`src/rtl/counter_updown_rpt_pkg.sv`:
```
// Shared types and helpers for the bounded up/down counter with key auto-repeat.
package counter_updown_rpt_pkg;

  typedef enum logic [1:0] {
    ST_IDLE = 2'd0,
    ST_HOLD = 2'd1,
    ST_RPT  = 2'd2
  } rpt_state_e;

  typedef enum logic {
    DIR_UP = 1'b0,
    DIR_DN = 1'b1
  } dir_e;

  localparam int KEY_UP = 0;
  localparam int KEY_DN = 1;

  function automatic int max_int(input int a, input int b);
    return (a > b) ? a : b;
  endfunction

endpackage

```
`src/rtl/counter_updown_rpt_key_repeat_fsm.sv`:
```
// Key press/hold/auto-repeat sequencer: turns held key levels into single-cycle step requests.
module counter_updown_rpt_key_repeat_fsm
  import counter_updown_rpt_pkg::*;
#(
  parameter int REP_DLY = 4,
  parameter int REP_PER = 2
) (
  input  logic       clk,
  input  logic       rst,
  input  logic       en,
  input  logic       pause,
  input  logic [1:0] key,
  input  logic       load,
  output logic       step_up,
  output logic       step_dn
);

  localparam int TMR_W = $clog2(max_int(REP_DLY, REP_PER) + 1);

  rpt_state_e       state_q, state_d;
  dir_e             dir_q, dir_d;
  logic [TMR_W-1:0] timer_q, timer_d;
  logic [TMR_W:0]   timer_inc;
  logic             single, step;
  dir_e             key_dir, step_dir;

  always_ff @(posedge clk or negedge rst) begin
    if (!rst) begin
      state_q <= ST_IDLE;
      dir_q   <= DIR_UP;
      timer_q <= '0;
    end else begin
      state_q <= state_d;
      dir_q   <= dir_d;
      timer_q <= timer_d;
    end
  end

  // Hold state waits REP_DLY held ticks and repeats on the next one; repeat state steps every REP_PER ticks.
  always_comb begin
    state_d   = state_q;
    dir_d     = dir_q;
    timer_d   = timer_q;
    step      = 1'b0;
    step_dir  = dir_q;
    single    = key[KEY_UP] ^ key[KEY_DN];
    key_dir   = key[KEY_DN] ? DIR_DN : DIR_UP;
    timer_inc = {1'b0, timer_q} + 1'b1;
    if (load) begin
      state_d = ST_IDLE;
      timer_d = '0;
    end else if (en && !pause) begin
      if (!single) begin
        state_d = ST_IDLE;
        timer_d = '0;
      end else if (state_q == ST_IDLE || key_dir != dir_q) begin
        step     = 1'b1;
        step_dir = key_dir;
        dir_d    = key_dir;
        state_d  = ST_HOLD;
        timer_d  = '0;
      end else begin
        case (state_q)
          ST_HOLD: begin
            if (REP_DLY != 0) begin
              if (timer_q == TMR_W'(REP_DLY)) begin
                step    = 1'b1;
                timer_d = '0;
                state_d = ST_RPT;
              end else begin
                timer_d = timer_inc[TMR_W-1:0];
              end
            end
          end
          ST_RPT: begin
            if (timer_inc >= (TMR_W+1)'(REP_PER)) begin
              step    = 1'b1;
              timer_d = '0;
            end else begin
              timer_d = timer_inc[TMR_W-1:0];
            end
          end
          default: begin
            state_d = ST_IDLE;
            timer_d = '0;
          end
        endcase
      end
    end
  end

  assign step_up = step && (step_dir == DIR_UP);
  assign step_dn = step && (step_dir == DIR_DN);

endmodule

```
`src/rtl/counter_updown_rpt.sv`:
```
// Bounded up/down counter in [MIN_VAL, MAX_VAL] with wrap/saturate, sync load and carry/borrow strobes.
module counter_updown_rpt
  import counter_updown_rpt_pkg::*;
#(
  parameter int WIDTH     = 8,
  parameter int MIN_VAL   = 2,
  parameter int MAX_VAL   = 11,
  parameter int RESET_VAL = 2,
  parameter int STEP      = 1,
  parameter int REP_DLY   = 4,
  parameter int REP_PER   = 2
) (
  input  logic             clk,
  input  logic             rst,
  input  logic             en,
  input  logic             pause,
  input  logic [1:0]       key,
  input  logic             load,
  input  logic [WIDTH-1:0] load_val,
  input  logic             mode,
  output logic [WIDTH-1:0] d_out,
  output logic             c_out,
  output logic             b_out,
  output logic             at_max,
  output logic             at_min
);

  if (!(MIN_VAL < MAX_VAL && longint'(MAX_VAL) < (longint'(1) << WIDTH))) begin : g_bad_range
    $error("counter_updown_rpt: need MIN_VAL < MAX_VAL < 2**WIDTH");
  end
  if (!(MIN_VAL <= RESET_VAL && RESET_VAL <= MAX_VAL)) begin : g_bad_reset
    $error("counter_updown_rpt: RESET_VAL outside [MIN_VAL, MAX_VAL]");
  end
  if (!(STEP >= 1 && STEP <= MAX_VAL - MIN_VAL)) begin : g_bad_step
    $error("counter_updown_rpt: STEP must be in [1, MAX_VAL-MIN_VAL]");
  end
  if (REP_PER < 1) begin : g_bad_per
    $error("counter_updown_rpt: REP_PER must be >= 1");
  end

  localparam logic [WIDTH-1:0] MIN_W  = WIDTH'(MIN_VAL);
  localparam logic [WIDTH-1:0] MAX_W  = WIDTH'(MAX_VAL);
  localparam logic [WIDTH-1:0] RST_W  = WIDTH'(RESET_VAL);
  localparam logic [WIDTH:0]   MIN_X  = (WIDTH+1)'(MIN_VAL);
  localparam logic [WIDTH:0]   MAX_X  = (WIDTH+1)'(MAX_VAL);
  localparam logic [WIDTH:0]   STEP_X = (WIDTH+1)'(STEP);

  logic             step_up, step_dn;
  logic [WIDTH-1:0] d_nxt;
  logic             c_nxt, b_nxt;

  function automatic logic [WIDTH-1:0] clamp_val(input logic [WIDTH-1:0] v);
    if (v < MIN_W)      return MIN_W;
    else if (v > MAX_W) return MAX_W;
    else                return v;
  endfunction

  // Limit check in WIDTH+1 bits so d+STEP cannot overflow silently; returns {strobe, next count}.
  function automatic logic [WIDTH:0] limit_up(input logic [WIDTH-1:0] d, input logic sat);
    logic [WIDTH:0] sum;
    sum = {1'b0, d} + STEP_X;
    if (sum > MAX_X) return sat ? {1'b0, MAX_W} : {1'b1, MIN_W};
    else             return {1'b0, sum[WIDTH-1:0]};
  endfunction

  function automatic logic [WIDTH:0] limit_dn(input logic [WIDTH-1:0] d, input logic sat);
    logic [WIDTH:0] diff;
    diff = {1'b0, d} - STEP_X;
    if ({1'b0, d} < MIN_X + STEP_X) return sat ? {1'b0, MIN_W} : {1'b1, MAX_W};
    else                            return {1'b0, diff[WIDTH-1:0]};
  endfunction

  counter_updown_rpt_key_repeat_fsm #(
    .REP_DLY (REP_DLY),
    .REP_PER (REP_PER)
  ) u_fsm (
    .clk     (clk),
    .rst     (rst),
    .en      (en),
    .pause   (pause),
    .key     (key),
    .load    (load),
    .step_up (step_up),
    .step_dn (step_dn)
  );

  always_comb begin
    d_nxt = d_out;
    c_nxt = 1'b0;
    b_nxt = 1'b0;
    if (load) begin
      d_nxt = clamp_val(load_val);
    end else if (step_up) begin
      {c_nxt, d_nxt} = limit_up(d_out, mode);
    end else if (step_dn) begin
      {b_nxt, d_nxt} = limit_dn(d_out, mode);
    end
  end

  always_ff @(posedge clk or negedge rst) begin
    if (!rst) begin
      d_out <= RST_W;
      c_out <= 1'b0;
      b_out <= 1'b0;
    end else begin
      d_out <= d_nxt;
      c_out <= c_nxt;
      b_out <= b_nxt;
    end
  end

  assign at_max = (d_out == MAX_W);
  assign at_min = (d_out == MIN_W);

endmodule

```
`config.mk`:
```
export PLATFORM = sky130hd
export DESIGN_NAME = counter_updown_rpt
export DESIGN_NICKNAME = d
export VERILOG_FILES = /design/src/rtl/counter_updown_rpt_pkg.sv /design/src/rtl/counter_updown_rpt_key_repeat_fsm.sv /design/src/rtl/counter_updown_rpt.sv
export SDC_FILE = /design/constraint.sdc
export NUM_CORES = 1
export LEC_CHECK = 0
export ABC_AREA = 1
export CAP_MARGIN = 20
export CORE_MARGIN = 3
export CORE_UTILIZATION = 55
export CTS_BUF_LIST = sky130_fd_sc_hd__clkbuf_16
export CTS_CLUSTER_DIAMETER = 100
export DETAILED_ROUTE_END_ITERATION = 12
export GPL_TIMING_DRIVEN = 0
export HOLD_SLACK_MARGIN = 0.05
export PLACE_DENSITY_LB_ADDON = 0.3
export SYNTH_ARGS = -nofsm -noshare
export SYNTH_HDL_FRONTEND = slang
export SYNTH_SLANG_ARGS = --single-unit
```
`constraint.sdc`:
```
create_clock -name clk -period 4.9 [get_ports clk]
set_input_delay 1.225 -clock clk [delete_from_list [all_inputs] [get_ports clk]]
set_output_delay 1.225 -clock clk [all_outputs]
set_load 0.1 [all_outputs]
```
; Yosys cells after proc, flatten, opt, wreduce, memory -nomap -nowiden
; Cells that the tools add are included.
[word_totals]
wordCells = 72
in_bits = 16
reg_bits = 16
out_inout_bits = 12
[op_classes]
bitwise = 2
mux = 39
magnitude_cmp = 5
add_sub_neg = 3
reduce_logical = 9
n_eq_ne = 8
[ops]
columns = op, count
row1 = 8-bit 2-to-1 mux, 5
row2 = 9-bit 2-to-1 mux, 4
row3 = 3-bit 2-to-1 mux, 6
row4 = "8-bit by 2-bit < comparator with 1-bit output, second input constant", 2
row5 = 1-bit 2-to-1 mux, 16
row6 = 2-bit 2-to-1 mux, 5
row7 = "8-bit by 1-bit adder with 9-bit output, second input constant", 1
row8 = "9-bit by 4-bit > comparator with 1-bit output, second input constant", 1
row9 = "8-bit by 2-bit equality test with 1-bit output, second input constant", 1
row10 = "8-bit by 4-bit equality test with 1-bit output, second input constant", 1
row11 = "8-bit by 4-bit > comparator with 1-bit output, second input constant", 1
row12 = "8-bit by 1-bit subtractor with 8-bit output, second input constant", 1
row13 = 3-bit one-hot mux with 2 select lines, 1
row14 = "5-bit inequality test, second input constant", 1
row15 = "3-bit by 1-bit adder with 4-bit output, second input constant", 1
row16 = "4-bit by 2-bit greater-or-equal comparator with 1-bit output, second input constant", 1
row17 = "4-bit inequality test, second input constant", 1
row18 = 2-bit one-hot mux with 2 select lines, 1
row19 = "3-bit equality test, second input constant", 1
row20 = 1-bit logical AND, 3
row21 = 3-bit AND reduction, 1
row22 = 3-bit nonzero test, 1
row23 = "2-bit by 1-bit equality test with 1-bit output, second input constant", 1
row24 = "2-bit equality test, second input constant", 1
row25 = 8 further kinds, 8

; Longest topological paths before layout
; Gate-level depths: netlist of the first run.
[depth]
ltp_word = 12
mapped_depth = 14
mapped_depth_nobuf = 14

; By module
; From an unflattened synthesis of the first run, not the netlist that was laid out.
[unflattened]
cells_unflattened = 228
area_unflattened_um2 = 1470.2
[by_module_without_submodules]
columns = mod, cells_each, area_per_inst_um2, seq_area_each_um2, n_inst
row1 = counter_updown_rpt, 146, 945.9, 251.5, 1
row2 = counter_updown_rpt_key_repeat_fsm, 82, 524.3, 150.1, 1

; Worst setup path before layout of the first run
; No wires, ideal clock.
[synth_path]
path_type = flip-flop to output port
startpoint = reg d_out[0]
endpoint = out at_max
required_ps = 3675
arrival_ps = 4243
path_slack_ps = -568
n_path_buf = 0
path_stages_with_launch = 4
cell_sequence = dfrtp_1 > ha_1 > inv_1 > nor4_1
[synth_via]
elab_chain_len = 1
[synth_lines]
columns = element, line
row1 = start: declaration, counter_updown_rpt.sv:21  ; output logic [WIDTH-1:0] d_out,
row2 = start signal: assignment, counter_updown_rpt.sv:106  ; d_out <= d_nxt;
row3 = 8-bit by 4-bit equality test with 1-bit output, counter_updown_rpt.sv:112  ; assign at_max = (d_out == MAX_W);
row4 = end: declaration, counter_updown_rpt.sv:24  ; output logic at_max,
; No other way between the ends.

; Worst setup path in the final report of the first run
[layout_path]
startpoint = reg d_out[1]
endpoint = out at_max
; The elaborated chain is that of the path after synthesis.

==> results of run 1 <==
## sequential cells by signal, summed over array words and instances (netlist names)
signal         cells
b_out              1
c_out              1
d_out              8
u_fsm.dir_q        1
u_fsm.state_q      2
u_fsm.timer_q      3
## cells in the final DEF, fill, tap and decap left out, drive strengths merged, types with 2 or more instances in the layout
cell type	netlist	routed
o22ai	5	5
nand2	41	41
xor2	7	7
nand4	4	4
nor3	6	6
dfrtp	15	15
clkdlybuf4s50	0	26
nand3	17	17
a21oi	9	9
o21ai	11	11
clkbuf	0	3
ha	10	10
inv	33	33
o211ai	2	2
nor2	27	27
## layout make-up
type	instances	area, um2	area share
Buffer	1	5.00	0.00287
Clock buffer	3	75.1	0.0431
Clock inverter	1	3.75	0.00216
Inverter	33	124	0.0711
Multi-Input combinational cell	143	837	0.481
Sequential cell	16	402	0.231
Tap cell	28	35.0	0.0201
Timing Repair Buffer	26	260	0.149
## layer usage
metal	part of all wire	wire length, um	track usage	vias to the layer above
li1	-	-	-	688
met1	0.38	1370	0.280	676
met2	0.52	1890	0.441	83
met3	0.082	296	0.0650	12
met4	0.019	70	0.0590	0
met5	0	0	0	-
## critical path: stages, from the launching register on
cell,delay [ns]
dfstp_2,0.58
ha_1,0.20
inv_1,0.11
nor4_2,0.21
clkdlybuf4s50_1,1.16
## logic make-up after synthesis
group | after synthesis | share of synthesized area
buffers and inverters | 34 | 0.0947
flip-flops | 16 | 0.295
XOR/XNOR | 7 | 0.0450
adder cells (fa/ha/maj) | 10 | 0.0919
AND/OR/NAND/NOR | 98 | 0.348
AO/OA/AOI/OAI | 28 | 0.125
## final timing paths
kind                               endpoint  cells after the start        startpoint
setup / recovery                     at_max                      4          d_out[1]
hold / removal             u_fsm.state_q[0]                      2  u_fsm.state_q[0]
setup reg to reg                   d_out[3]                     12  u_fsm.timer_q[0]
hold reg to reg            u_fsm.state_q[0]                      2  u_fsm.state_q[0]
max in group asynchronous          d_out[0]                      1               rst
min in group asynchronous             c_out                      1               rst
## power by group through the flow
| stage | logic, mW | registers [mW] | clock network, mW |
|---|---|---|---|
| 4_1_cts | 0.149 | 0.146 | 0.161 |
| 5_1_grt | 0.162 | 0.147 | 0.167 |
| 2_1_floorplan | 0.0848 | 0.169 | 0 |
| 3_3_place_gp | 0.143 | 0.147 | 0 |
| 3_5_place_dp | 0.147 | 0.148 | 0 |
| 6_report | 0.151 | 0.146 | 0.160 |
==> impl_metrics.yaml, run 1 <==
clock_tree:
  worstSkewPairLatency_ns: 0.25
  htree_num_levels: 1
  clk_path_buf_depth: 2
  cts_tree: "built"
  clk_pin_slew_ns: 0.05
  cts-resized-gates: 0
  cts_num_sinks: 16
  cts_buffers: 3
  post-cts-setup-buffers: 0
  cts_root_buf: "clkbuf_16"
  ctsHoldBuffers: 0
route:
  viasPerCell: 5.81
  dr.pass1.iters: 5
  drt_iter0_markers: 94
  ant_nets: 0
  post_drt_wl_per_cell_um: 14.4
  drcViolationCount: 0
  wirelength_um: 3630
  vias: 1459
timing:
  setup_viol: 0
  final_max_slew_viol_count: 0
  hold_slack_ns: 0.547
  slew_headroom: 0.345
  period_needed_ns: 3.74
  fmax_mhz: 268
  hold_viol_final: 0
  rsz0062_at_grt: "false"
  fin_ws_ns: 1.16
  period_share: 0.762
  fin_tns_setup_ns: 0
  tightestPinTransition_ns: 0.979
  skew_ns: 0.00108
global_routing:
  first_global_vias: 1467
  overflow: 0
  grt_max_degree: 17
  grt_pass1_wl_um: 6110
  grt_usage: 0.243
  antenna_found_initial: 0
yosys:
  synth_area_leaders: "dfrtp_1 28%, nand2_1 9.7%, ha_1 9.2%, inv_1 8.3%, nor2_1 6.9%"
  ys_async_sr_fraction: 1.00
  synth_common_cells: "35 x nand2_1, 30 x inv_1, 25 x nor2_1"
  ys_warn_count: 0
  yosys.cell_count.top_type: "nand2_1"
  synth_cell_types: 29
  yosysTopAreaCell: "dfrtp_1"
  synth_edf_count: 0
  postSynthCellCount: 193
  synth_fp_nets: 219
  synth_seq_cells: 16
  syn_area_per_cell_um2: 7.05
  synth_top_area_share: 0.276
  synth_ff_type: "dfrtp_1"
  synth_area_um2: 1360
  ys_seq_area_frac: 0.295
power:
  swShare: 0.353
  p_per_area_nw_per_um2: 262
  power_frac_seq: 0.319
  pwr-share-comb: 0.330
  p_leak_nw: 0.827
  p_clk_frac: 0.351
  p_int_uw: 296
  ir_drop_mv: 0.264
  switchingPower_uw: 161
  p_total_uw: 457
floorplanning:
  core-area_um2: 2280
  die-area_um2: 3110
  design.portCount: 28
  start_util: 0.598
  row_count: 17
  die_h_um: 55.8
  die_w_um: 55.8
placed_design:
  numPortBuffers: 26
  place_ws_ns: 1.42
  dp_hpwl_um: 2740
  gp_congestion: 0.864
  place_area_um2: 1660
  dp.cells: 247
run:
  maxCapViolCount: 0
layout:
  design_area_um2: 1740
  drive_above_1_share: 0.103
  fin_util: 0.765
  n_antenna_cell: 0
  final_cells: 251
  syn2layout_area_growth_pct: 27.9
  layout.nets: 250
  fillCellCount: 165
setup_path:
  worstSetupPathType: "register to output pin"
  r2r_slack_ns: 2.93
  cp-end-kind: "output pin"
  critPathLaunchType: "register"
  required_ns: 3.67
  crit_path_max_fanout: 6
  arrival_ns: 2.51
worst_hold_path:
  hp-class: "register to register"
run_status:
  status: "complete, no violations"
(Power assumes the default switching activity.)
==> run 2, diff against run 1 <==
--- a/config.mk
+++ b/config.mk
@@ -8,7 +8,7 @@
 export ABC_AREA = 1
 export CAP_MARGIN = 20
 export CORE_MARGIN = 3
-export CORE_UTILIZATION = 55
+export CORE_UTILIZATION = 46
 export CTS_BUF_LIST = sky130_fd_sc_hd__clkbuf_16
 export CTS_CLUSTER_DIAMETER = 100
 export DETAILED_ROUTE_END_ITERATION = 12
==> constraint.sdc (replaced) <==
create_clock -name clk -period 3 [get_ports clk]
set_input_delay 0.75 -clock clk [delete_from_list [all_inputs] [get_ports clk]]
set_output_delay 0.75 -clock clk [all_outputs]
set_load 0.1 [all_outputs]
==> run 2 against run 1 <==
Against the previous run: critical path type unchanged; combinational power increased by 59%; register-to-register slack got worse by 1.8 ns; total power up 62%; largest power group unchanged; wire length shrank 16%; core utilization shrank 14 points.
==> impl_metrics.yaml, run 2 (synthesized netlist as in run 1, its figures left out) <==
run_status:
  status: "complete, no violations"
clock_tree:
  cts_tree: "built"
  clk_path_buf_depth: 2
  htree_num_levels: 1
  cts_root_buf: "clkbuf_16"
  clk_pin_slew_ns: 0.05
  cts_num_sinks: 16
  post-cts-setup-buffers: 0
  cts_buffers: 3
  ctsHoldBuffers: 0
  worstSkewPairLatency_ns: 0.24
route:
  viasPerCell: 5.44
  dr_wl_met3_um: 211
  drt_iter0_markers: 75
  drt-met1-wl_um: 1430
  drcViolationCount: 0
  vias: 1381
  ant_nets: 0
  route.met2.wl_um: 1380
  top_layer: "met4"
  post_drt_wl_per_cell_um: 12.0
  dr.pass1.iters: 4
  wirelength_um: 3050
timing:
  setup_viol: 0
  slew_headroom: 0.352
  fin_tns_setup_ns: 0
  period_needed_ns: 2.88
  rsz0062_at_grt: "false"
  fin_ws_ns: 0.119
  tightestPinTransition_ns: 0.969
  final_max_slew_viol_count: 0
  fmax_mhz: 347
  period_share: 0.960
  hold_viol_final: 0
  skew_ns: 0.00113
global_routing:
  grt_max_degree: 17
  grt_usage: 0.186
  grt_pass1_wl_um: 5090
  antenna_found_initial: 0
  first_global_vias: 1142
  overflow: 0
floorplanning:
  start_util: 0.489
  design.portCount: 28
  die-area_um2: 3650
  row_count: 19
  core-area_um2: 2780
  die_h_um: 60.4
  die_w_um: 60.4
setup_path:
  worstReg2RegStart: "u_fsm.timer_q[0]"
  r2r_slack_ns: 1.13
  reg2reg_to: "d_out[3]"
  worstSetupStartpoint: "d_out[0]"
  crit_path_max_fanout: 7
  worstRegToRegCells: 12
  critPathLaunchType: "register"
  worstSetupPathType: "register to output pin"
  critical_path.max_stage_delay_ns: 0.85
  required_ns: 2.25
  arrival_ns: 2.13
  cp-end-kind: "output pin"
  cp_cell_sequence: "inv_1 -> ha_1 -> nand2_1 -> nor2_2 -> dlygate4sd2_1"
  cpMaxStageDelayCell: "dlygate4sd2_1"
layout:
  fillCellCount: 252
  mostFrequentLayoutCells: "35 x nand2_1, 30 x inv_1, 24 x nor2_1, 24 x clkdlybuf4s50_1, 17 x nand3_1"
  n_antenna_cell: 0
  regArea_um2: 402
  top_regs: "d_out: 8 flops, u_fsm.timer_q: 3 flops, u_fsm.state_q: 2 flops"
  fin_util: 0.629
  multi_input_area_um2: 848
  drive_above_1_share: 0.112
  syn2layout_area_growth_pct: 28.6
  largest_reg_flops: 8
  layout.nets: 250
  mostFrequentLayoutCell: "nand2_1"
  regMostFlops: "d_out"
worst_hold_path:
  min_path_cells: 2
  hold-path-endpoint: "u_fsm.state_q[0]"
  hold_start: "u_fsm.state_q[0]"
  hp-class: "register to register"
power:
  ir_drop_mv: 0.512
  p_per_area_nw_per_um2: 422
  p_leak_nw: 0.833
  p_total_uw: 739
run:
  maxCapViolCount: 0
placed_design:
  gp_congestion: 0.986
  place_ws_ns: 0.00116
  dp_hpwl_um: 2440
  numPortBuffers: 26
[run 2: changes by cell type in the layout (fill, tap and decap cells not counted)]
cell	change
clkdlybuf4s50_1	-2
clkbuf_2	+1
dlygate4sd2_1	+1
nor2_1	-1
nor2_2	+1
nor4_2	-1
nor4_4	+1
[run 2: power by group]
part	switching, mW	internal, mW
registers	0.0111	0.227
clock network	0.0843	0.177
logic	0.162	0.0779
[run 2: metrics by stage]
stage	instances	cell area [um2]	hold slack, ns
after floorplan	193	1380	0.454
after global placement	250	1680	0.514
after detailed placement	250	1680	0.511
after CTS	254	1750	0.526
after global routing	254	1750	0.553
final	254	1750	0.518
[run 2: worst max-delay path, delay by kind of cell, from the launching register on]
kind | cells | cell delay, ns
adders and majority gates | 1 | 0.19
DFF | 1 | 0.43
buffers and inverters | 2 | 1.09
and+or+nand+nor | 2 | 0.17
[run 2: cell type report]
| class | count | share of cell area |
|---|---|---|
| timing repair buffer | 26 | 0.145 |
| tap | 31 | 0.0222 |
| clock inverter | 1 | 0.00214 |
| multi-input combinational | 143 | 0.485 |
| clock buffer | 3 | 0.0429 |
| buffer | 1 | 0.00286 |
| sequential | 16 | 0.229 |
| inverter | 33 | 0.0708 |
[run 2: worst max-delay path by stage]
stage	to	slack (ns)	cells after the start
CTS	at_max	0.02	4
floorplan	at_max	-0.19	3
finish	at_min	0.12	5
global route	at_min	0.02	6
global placement	at_max	0.01	4
detailed placement	at_max	0.001	4
[run 2: what timing repair did]
| action | CTS | global route |
|---|---|---|
| gates resized for setup | 2 | 2 |
| endpoints found under the hold margin | 0 | 0 |
| endpoints found under the setup margin | 2 | 1 |
[run 2: layer usage]
metal / GRT usage / vias up
met2: 0.281 / 46
met1: 0.266 / 644
li1: - / 689
met4: 0.0475 / 0
met3: 0.0447 / 2
met5: 0 / -
